File: src/rtl/tmr_sfr_block_pkg.sv
// SFR layout shared by the timer SFR bank and its users.
// Holds the register field types, the bank offsets and the TMR_CTRL bit classes.
package pkg_sfrs_definition;

  typedef struct packed {
    logic [19:0] rsvd;
    logic        ovf_f;
    logic        match1_f;
    logic        match0_f;
    logic        ovf_en;
    logic        match1_en;
    logic        match0_en;
    logic        rd;
    logic        ld;
    logic        rst;
    logic        stop;
    logic        start;
    logic        on;
  } tmr_ctrl_t;

  typedef struct packed { logic [31:0] val; } tmr_val_t;
  typedef struct packed { logic [31:0] val; } tmr_match_val0_t;
  typedef struct packed { logic [31:0] val; } tmr_match_val1_t;

  localparam logic [11:0] TMR_CTRL_OFS       = 12'h000;
  localparam logic [11:0] TMR_VAL_OFS        = 12'h004;
  localparam logic [11:0] TMR_MATCH_VAL0_OFS = 12'h008;
  localparam logic [11:0] TMR_MATCH_VAL1_OFS = 12'h00C;

  localparam logic [31:0] TMR_CTRL_W1C_MASK  = 32'h0000_0E00;
  localparam logic [31:0] TMR_CTRL_IMPL_MASK = 32'h0000_0FFF;

  // Flags [11:9] line up bit-for-bit with their enables [8:6].
  localparam int TMR_CTRL_FLAG_LSB = 9;
  localparam int TMR_CTRL_EN_LSB   = 6;

endpackage

File: src/rtl/tmr_sfr_block_reg_hw.sv
// One SFR with per-bit SW/HW merge: RW or W1C from software, per-bit HW update.
// HS_PRIO_MASK bits let a HW set survive a same-cycle SW clear.
module sfr_reg_hw #(
  parameter int                    DATA_WIDTH   = 32,
  parameter logic [DATA_WIDTH-1:0] IMPL_MASK    = '1,
  parameter logic [DATA_WIDTH-1:0] W1C_MASK     = '0,
  parameter logic [DATA_WIDTH-1:0] HS_PRIO_MASK = '0
) (
  input  logic                  sys_clk,
  input  logic                  sys_rst_n,
  input  logic                  sw_we,
  input  logic [DATA_WIDTH-1:0] sw_wdata,
  input  logic [DATA_WIDTH-1:0] hw_up,
  input  logic [DATA_WIDTH-1:0] hw_val,
  output logic [DATA_WIDTH-1:0] q
);

  logic [DATA_WIDTH-1:0] q_nxt;

  always_comb begin
    q_nxt = q;
    for (int i = 0; i < DATA_WIDTH; i++) begin
      if (!IMPL_MASK[i])
        q_nxt[i] = 1'b0;
      else if (HS_PRIO_MASK[i] && hw_up[i] && hw_val[i])
        q_nxt[i] = 1'b1;
      else if (sw_we && !W1C_MASK[i])
        q_nxt[i] = sw_wdata[i];
      else if (sw_we && sw_wdata[i])
        q_nxt[i] = 1'b0;
      else if (hw_up[i])
        q_nxt[i] = hw_val[i];
    end
  end

  always_ff @(posedge sys_clk or negedge sys_rst_n) begin
    if (!sys_rst_n)
      q <= '0;
    else
      q <= q_nxt;
  end

endmodule

File: src/rtl/tmr_sfr_block.sv
// Timer SFR bank: bus decode, four merged registers, registered read port and level irq.
// Reads return the value held before the same-cycle update.
module tmr_sfr_block
  import pkg_sfrs_definition::*;
#(
  parameter int                    DATA_WIDTH = 32,
  parameter int                    ADDR_WIDTH = 12,
  parameter logic [ADDR_WIDTH-1:0] BASE_ADDR  = 'h100
) (
  input  logic                  sys_clk,
  input  logic                  sys_rst_n,
  input  logic                  sfr_wr_en,
  input  logic                  sfr_rd_en,
  input  logic [ADDR_WIDTH-1:0] sfr_addr,
  input  logic [DATA_WIDTH-1:0] sfr_wdata,
  output logic [DATA_WIDTH-1:0] sfr_rdata,
  output logic                  sfr_rdata_vld,
  input  logic [DATA_WIDTH-1:0] hw_up_tmr_ctrl,
  input  logic [DATA_WIDTH-1:0] hw_up_tmr_val,
  input  logic [DATA_WIDTH-1:0] hw_up_tmr_match_val0,
  input  logic [DATA_WIDTH-1:0] hw_up_tmr_match_val1,
  input  logic [DATA_WIDTH-1:0] hw_val_tmr_ctrl,
  input  logic [DATA_WIDTH-1:0] hw_val_tmr_val,
  input  logic [DATA_WIDTH-1:0] hw_val_tmr_match_val0,
  input  logic [DATA_WIDTH-1:0] hw_val_tmr_match_val1,
  output logic [DATA_WIDTH-1:0] tmr_ctrl,
  output logic [DATA_WIDTH-1:0] tmr_val,
  output logic [DATA_WIDTH-1:0] tmr_match_val0,
  output logic [DATA_WIDTH-1:0] tmr_match_val1,
  output logic                  tmr_irq
);

  localparam logic [ADDR_WIDTH-1:0] ADDR_CTRL = BASE_ADDR + ADDR_WIDTH'(TMR_CTRL_OFS);
  localparam logic [ADDR_WIDTH-1:0] ADDR_VAL  = BASE_ADDR + ADDR_WIDTH'(TMR_VAL_OFS);
  localparam logic [ADDR_WIDTH-1:0] ADDR_MV0  = BASE_ADDR + ADDR_WIDTH'(TMR_MATCH_VAL0_OFS);
  localparam logic [ADDR_WIDTH-1:0] ADDR_MV1  = BASE_ADDR + ADDR_WIDTH'(TMR_MATCH_VAL1_OFS);

  localparam logic [DATA_WIDTH-1:0] CTRL_IMPL = DATA_WIDTH'(TMR_CTRL_IMPL_MASK);
  localparam logic [DATA_WIDTH-1:0] CTRL_W1C  = DATA_WIDTH'(TMR_CTRL_W1C_MASK);

  logic hit_ctrl, hit_val, hit_mv0, hit_mv1;
  logic [DATA_WIDTH-1:0] rd_mux;
  logic irq_nxt;

  assign hit_ctrl = (sfr_addr == ADDR_CTRL);
  assign hit_val  = (sfr_addr == ADDR_VAL);
  assign hit_mv0  = (sfr_addr == ADDR_MV0);
  assign hit_mv1  = (sfr_addr == ADDR_MV1);

  sfr_reg_hw #(
    .DATA_WIDTH  (DATA_WIDTH),
    .IMPL_MASK   (CTRL_IMPL),
    .W1C_MASK    (CTRL_W1C),
    .HS_PRIO_MASK(CTRL_W1C)
  ) u_ctrl (
    .sys_clk  (sys_clk),
    .sys_rst_n(sys_rst_n),
    .sw_we    (sfr_wr_en && hit_ctrl),
    .sw_wdata (sfr_wdata),
    .hw_up    (hw_up_tmr_ctrl),
    .hw_val   (hw_val_tmr_ctrl),
    .q        (tmr_ctrl)
  );

  sfr_reg_hw #(.DATA_WIDTH(DATA_WIDTH)) u_val (
    .sys_clk  (sys_clk),
    .sys_rst_n(sys_rst_n),
    .sw_we    (sfr_wr_en && hit_val),
    .sw_wdata (sfr_wdata),
    .hw_up    (hw_up_tmr_val),
    .hw_val   (hw_val_tmr_val),
    .q        (tmr_val)
  );

  sfr_reg_hw #(.DATA_WIDTH(DATA_WIDTH)) u_mv0 (
    .sys_clk  (sys_clk),
    .sys_rst_n(sys_rst_n),
    .sw_we    (sfr_wr_en && hit_mv0),
    .sw_wdata (sfr_wdata),
    .hw_up    (hw_up_tmr_match_val0),
    .hw_val   (hw_val_tmr_match_val0),
    .q        (tmr_match_val0)
  );

  sfr_reg_hw #(.DATA_WIDTH(DATA_WIDTH)) u_mv1 (
    .sys_clk  (sys_clk),
    .sys_rst_n(sys_rst_n),
    .sw_we    (sfr_wr_en && hit_mv1),
    .sw_wdata (sfr_wdata),
    .hw_up    (hw_up_tmr_match_val1),
    .hw_val   (hw_val_tmr_match_val1),
    .q        (tmr_match_val1)
  );

  always_comb begin
    rd_mux = '0;
    if (hit_ctrl)     rd_mux = tmr_ctrl;
    else if (hit_val) rd_mux = tmr_val;
    else if (hit_mv0) rd_mux = tmr_match_val0;
    else if (hit_mv1) rd_mux = tmr_match_val1;
  end

  assign irq_nxt = |(tmr_ctrl[TMR_CTRL_FLAG_LSB +: 3] & tmr_ctrl[TMR_CTRL_EN_LSB +: 3]);

  // rdata is forced to 0 outside the response cycle so consumers can OR-combine buses.
  always_ff @(posedge sys_clk or negedge sys_rst_n) begin
    if (!sys_rst_n) begin
      sfr_rdata     <= '0;
      sfr_rdata_vld <= 1'b0;
      tmr_irq       <= 1'b0;
    end else begin
      sfr_rdata     <= sfr_rd_en ? rd_mux : '0;
      sfr_rdata_vld <= sfr_rd_en;
      tmr_irq       <= irq_nxt;
    end
  end

endmodule

File: config.mk
export PLATFORM = sky130hd
export DESIGN_NAME = tmr_sfr_block
export DESIGN_NICKNAME = d
export VERILOG_FILES = /design/src/rtl/tmr_sfr_block_pkg.sv /design/src/rtl/tmr_sfr_block_reg_hw.sv /design/src/rtl/tmr_sfr_block.sv
export SDC_FILE = /design/constraint.sdc
export NUM_CORES = 1
export LEC_CHECK = 0
export CORE_AREA = 2 2 183 185
export CTS_CLUSTER_SIZE = 40
export DETAILED_ROUTE_END_ITERATION = 6
export DIE_AREA = 0 0 185 187
export GPL_TIMING_DRIVEN = 0
export PLACE_DENSITY = 0.61
export SYNTH_ARGS = -nofsm -noshare
export SYNTH_HDL_FRONTEND = slang
export SYNTH_SLANG_ARGS = --single-unit
File: constraint.sdc
create_clock -name sys_clk -period 1.3 [get_ports sys_clk]
set_input_delay 0.26 -clock sys_clk [delete_from_list [all_inputs] [get_ports sys_clk]]
set_output_delay 0.26 -clock sys_clk [all_outputs]
set_load 0.005 [all_outputs]
==> reports/summary.md <==
From bottom edge to top edge, the die measures 187 um. The top layer used by detailed routing was met4. Broken down by cell family, the worst path's largest delay share belongs to buffers and inverters. The die covers 0.0346 mm^2. For the slack of the critical path, the log shows -0.103 ns.

The worst-path cell with the longest stage delay was sky130_fd_sc_hd__nor4_4. For this run, the post-layout net count is 1443. The sequential cell fraction of total power is 37.8%, and the via density per instance is 4.27. The switching power share of the total was 26.7%; the number of sinks on the clock net was 142.

STA puts the critical path data arrival time at 1.70 ns. Counting the fill cells in the layout gives 3125. The I/O pin count is 466. The critical path goes through buf_6 > nor4_4 > buf_12 > buf_12 > nand4_4 > buf_12 > clkbuf_16 > mux2_4. Cell internal power was estimated by the tool at 9730 uW. Hold timing on the final database bottoms out at a slack of 0.116 ns.

Headroom to the max-slew limit came out at 52.9%. The flow ran to the end, but the final reports show violations. The number of buffers and inverters on the critical path is 5. For the count of H-tree levels built during CTS, the log shows 4. Before antenna repair, the detailed router went through 6 iterations. For this run, the slowest stage of the critical path takes 0.31 ns. The count of endpoints failing setup in the final report was 97; the mean instance size in the synthesized netlist was 13.5 um^2. The measured slew at the worst slew-check pin was 0.707 ns; the highest clock frequency the design can meet was 713 MHz. The nature of the critical path endpoint was a flip-flop.

Via count: 6830. After detailed routing, the number of remaining DRC violations is 0. Entering global routing, the biggest net connects 81 pins. Input and output buffers added on the ports amount to 405. TritonCTS built the clock tree.

The standby leakage power is 0.00662 uW, and the routed length on met1 is 13.5 mm. The routed design has 33.4 mm of wire. The tools report the sum of negative setup slack as -6.30 ns.

By area the synthesized netlist is led by sky130_fd_sc_hd__dfrtp_1, sky130_fd_sc_hd__mux2_4, sky130_fd_sc_hd__mux2_2, sky130_fd_sc_hd__mux2i_1, sky130_fd_sc_hd__a2111oi_2. Summed over all instances, the cell type with the most area after synthesis is sky130_fd_sc_hd__dfrtp_1. The number of antenna-violating nets in the routed design was 0; the placeable core region was 0.0329 mm^2. TritonCTS created 17 clock buffers. The worst setup path is of the input port to flip-flop kind.

The longest clock path from root to sink contains 2 buffers. The final reports fail on negative setup slack. The average wire per standard cell came out at 20.9 um.

The wire length on met3 is 2.19 mm. Ratio of cells with drive above 1 in the final layout: 49.5%. Class of the most critical hold timing path: input port to flip-flop. After the first detailed-routing iteration, the DRC count stood at 196.

The number of distinct standard cells referenced by the synthesized netlist is 35. The global router's overall resource usage was 19.1%; the maximum fanout encountered on the critical timing path was 6. The switching power came out at 3550 uW. The die is 185 um wide. From synthesis to final layout, the design area changed by 85.8%. Minimum clock period after layout: 1.40 ns. Synthesis inferred 142 register bits. The areal power density over the cells was 940 mW/mm^2.

CTS placed an instance of sky130_fd_sc_hd__clkbuf_16 at the clock tree root. The top-area cell type share of the netlist area was 46.7%. For the via count of the first global-routing pass, the log shows 7525. Setup repair after global routing could not meet its margin everywhere. Data on the critical path is required at its endpoint by 1.60 ns. The total of warnings raised by yosys is 0, and the starting density of the core is 23.1%. The portion of the clock cycle consumed by the worst path in the final layout works out to 108%. The tools report the sort of element at the start of the critical path as an input port. The post-place setup slack was -1.29 ns; the peak supply drop was 792 uV. The cell area after technology mapping was 0.00760 mm^2; the number of antenna violations at the first check in global routing was 2. In the detailed route, the total length drawn on met2 is 17.2 mm.

The tools report the final number of max-transition violations as 0. Counting stages on the worst path, the most repeated cell is sky130_fd_sc_hd__buf_12. Max-cap violations in this run came to 0. The share of total power dissipated in combinational logic is 24.2%.

Share of synthesized area occupied by flip-flops and latches: 46.7%. The share of total power dissipated in the clock network is 38.0%. The wire length of the first global-routing pass was 48.2 mm; the post-synthesis cell count was 565. The post-detailed-placement half-perimeter wirelength is 23.1 mm, and the global placer's final weighted congestion is 0.781. The later pin in the worst-skew pair is clocked with a latency of 0.41 ns. After floorplanning, the core was divided into 67 placement rows. The logs give 0.00874 ns for the worst setup skew after layout and 0 for the global route total overflow.

The hold violation total from the final report is 0, and the clock transition at the registers of the reported paths is 0.07 ns.
-- metrics by stage --
step / power (uW) / util [%] / std cells / cell area, um^2
after floorplan: 6150 / - / 584 / 7940
after global placement: 8120 / 38.2 / 1437 / 12500
after detailed placement: 8140 / 38.3 / 1438 / 12600
after CTS: 13500 / 43.3 / 1592 / 14200
after global routing: 13900 / 43.0 / 1601 / 14100
final: 13300 / 43.0 / 1601 / 14100
-- worst register-to-register path, delay by kind of cell (launching register included) --
family	cells	cell delay (ns)
mux	2	0.52
flops	1	0.40
buf+inv	2	0.27
-- timing repair --
item	in CTS	in global routing
resized for setup	561	74
pin swaps	12	11
setup buffers	113	8
endpoints found under the setup margin	282	250
hold buffers	1	0
gates cloned	8	3
hold endpoints to repair	62	0
-- routing by layer --
metal	vias up	global-route usage (%)
met3	30	4.44
met2	296	34.9
met5	-	0
met4	0	3.97
li1	3187	-
met1	3317	22.6
-- layout by cell type (no fill, tap or decap), types with 2 or more instances in the layout --
cell and n:
sky130_fd_sc_hd__clkdlybuf4s50_1 248, sky130_fd_sc_hd__dfrtp_1 133, sky130_fd_sc_hd__buf_4 114, sky130_fd_sc_hd__mux2_2 94
sky130_fd_sc_hd__mux2_4 81, sky130_fd_sc_hd__buf_2 78, sky130_fd_sc_hd__clkbuf_2 58, sky130_fd_sc_hd__mux2i_1 30
sky130_fd_sc_hd__buf_6 27, sky130_fd_sc_hd__inv_1 24, sky130_fd_sc_hd__nand2_1 21, sky130_fd_sc_hd__o21ai_0 21
sky130_fd_sc_hd__buf_12 20, sky130_fd_sc_hd__nor2_1 20, sky130_fd_sc_hd__conb_1 20, sky130_fd_sc_hd__clkbuf_16 20
sky130_fd_sc_hd__a21oi_1 19, sky130_fd_sc_hd__clkdlybuf4s15_1 19, sky130_fd_sc_hd__a2111oi_4 18, sky130_fd_sc_hd__o22ai_1 11
sky130_fd_sc_hd__a211oi_2 10, sky130_fd_sc_hd__dfrtp_2 9, sky130_fd_sc_hd__buf_16 7, sky130_fd_sc_hd__inv_6 4
sky130_fd_sc_hd__nand4_4 3, sky130_fd_sc_hd__o31a_1 3, sky130_fd_sc_hd__clkinv_4 3, sky130_fd_sc_hd__nor4b_4 2
sky130_fd_sc_hd__clkbuf_1 2, sky130_fd_sc_hd__a211oi_1 2, sky130_fd_sc_hd__clkbuf_4 2, sky130_fd_sc_hd__clkbuf_8 2
sky130_fd_sc_hd__bufinv_16 2, sky130_fd_sc_hd__clkinvlp_4 2, sky130_fd_sc_hd__dlygate4sd2_1 2
-- flip-flops by register name (all words and copies together) (netlist names) --
signal,count
sfr_rdata,32
u_mv0.q,32
u_mv1.q,32
sfr_rdata_vld,1
tmr_irq,1
u_val.q,32
u_ctrl.q,12
-- cell type report --
cell class / instances / area, um^2 / share of cell area, %
diodes: 1 / 2.50 / 0.0177
plain buffers: 47 / 524 / 3.71
clock buffers: 19 / 443 / 3.14
clock inverters: 13 / 153 / 1.08
inverters: 24 / 90.1 / 0.638
multi-input cells: 371 / 4040 / 28.6
flip-flops and latches: 142 / 3560 / 25.2
well taps: 448 / 561 / 3.97
repair buffers: 536 / 4740 / 33.6
-- cells in the mapped netlist --
| cell type | count |
|---|---|
| sky130_fd_sc_hd__nand4_4 | 3 |
| sky130_fd_sc_hd__and3_1 | 1 |
| sky130_fd_sc_hd__buf_2 | 6 |
| sky130_fd_sc_hd__dfrtp_1 | 142 |
| sky130_fd_sc_hd__nor3b_1 | 1 |
| sky130_fd_sc_hd__nand3_1 | 1 |
| sky130_fd_sc_hd__nand2b_1 | 1 |
| sky130_fd_sc_hd__or4_1 | 1 |
| sky130_fd_sc_hd__buf_4 | 21 |
| sky130_fd_sc_hd__a222oi_1 | 1 |
| sky130_fd_sc_hd__conb_1 | 1 |
| sky130_fd_sc_hd__nand4_1 | 1 |
| sky130_fd_sc_hd__o2bb2ai_1 | 1 |
| sky130_fd_sc_hd__nand2_1 | 21 |
| sky130_fd_sc_hd__a2111oi_2 | 19 |
| sky130_fd_sc_hd__mux2_2 | 94 |
| sky130_fd_sc_hd__a211oi_1 | 12 |
| sky130_fd_sc_hd__nor2_1 | 20 |
| sky130_fd_sc_hd__a21oi_1 | 19 |
| sky130_fd_sc_hd__clkbuf_1 | 11 |
| sky130_fd_sc_hd__nor4bb_1 | 1 |
| sky130_fd_sc_hd__nor4b_4 | 1 |
| sky130_fd_sc_hd__a21o_1 | 1 |
| sky130_fd_sc_hd__nor3_1 | 1 |
| sky130_fd_sc_hd__mux2_4 | 81 |
| sky130_fd_sc_hd__nand4_2 | 1 |
| sky130_fd_sc_hd__nor4_4 | 1 |
| sky130_fd_sc_hd__nor4_1 | 1 |
| sky130_fd_sc_hd__o22ai_1 | 11 |
| sky130_fd_sc_hd__buf_6 | 9 |
| sky130_fd_sc_hd__mux2i_1 | 30 |
| sky130_fd_sc_hd__inv_1 | 24 |
| sky130_fd_sc_hd__o31a_1 | 3 |
| sky130_fd_sc_hd__nor4b_1 | 2 |
| sky130_fd_sc_hd__o21ai_0 | 21 |
-- final timing paths --
check                                  from            end  slack (ns)  cells past startpoint
worst max register to register  u_mv0.q[17]    u_mv0.q[17]        0.01                      4
worst min register to register  u_val.q[17]  sfr_rdata[17]        0.55                      2
max in group asynchronous         sys_rst_n     u_mv1.q[8]        0.20                      3
worst min-delay path              sfr_rd_en  sfr_rdata_vld        0.12                      1
worst max-delay path            sfr_addr[4]     u_mv0.q[6]       -0.10                      8
min in group asynchronous         sys_rst_n     u_mv1.q[6]        0.33                      2
-- cell families after synthesis --
group	count (synthesis)	share of synthesized area (%)
AOI/OAI and AO/OA	88	9.17
buffers and inverters	71	5.53
DFF	142	46.7
muxes	205	33.9
other	1	0.0493
and+or+nand+nor	58	4.64
-- power groups by stage --
stage	Clock [uW]	Sequential, uW	Combinational [uW]
floorplan	0	5090	1060
global placement	0	5180	2940
detailed placement	0	5180	2960
CTS	5210	5020	3250
global route	5400	5050	3460
finish	5050	5010	3210
Power figures use the tool's default switching activity.
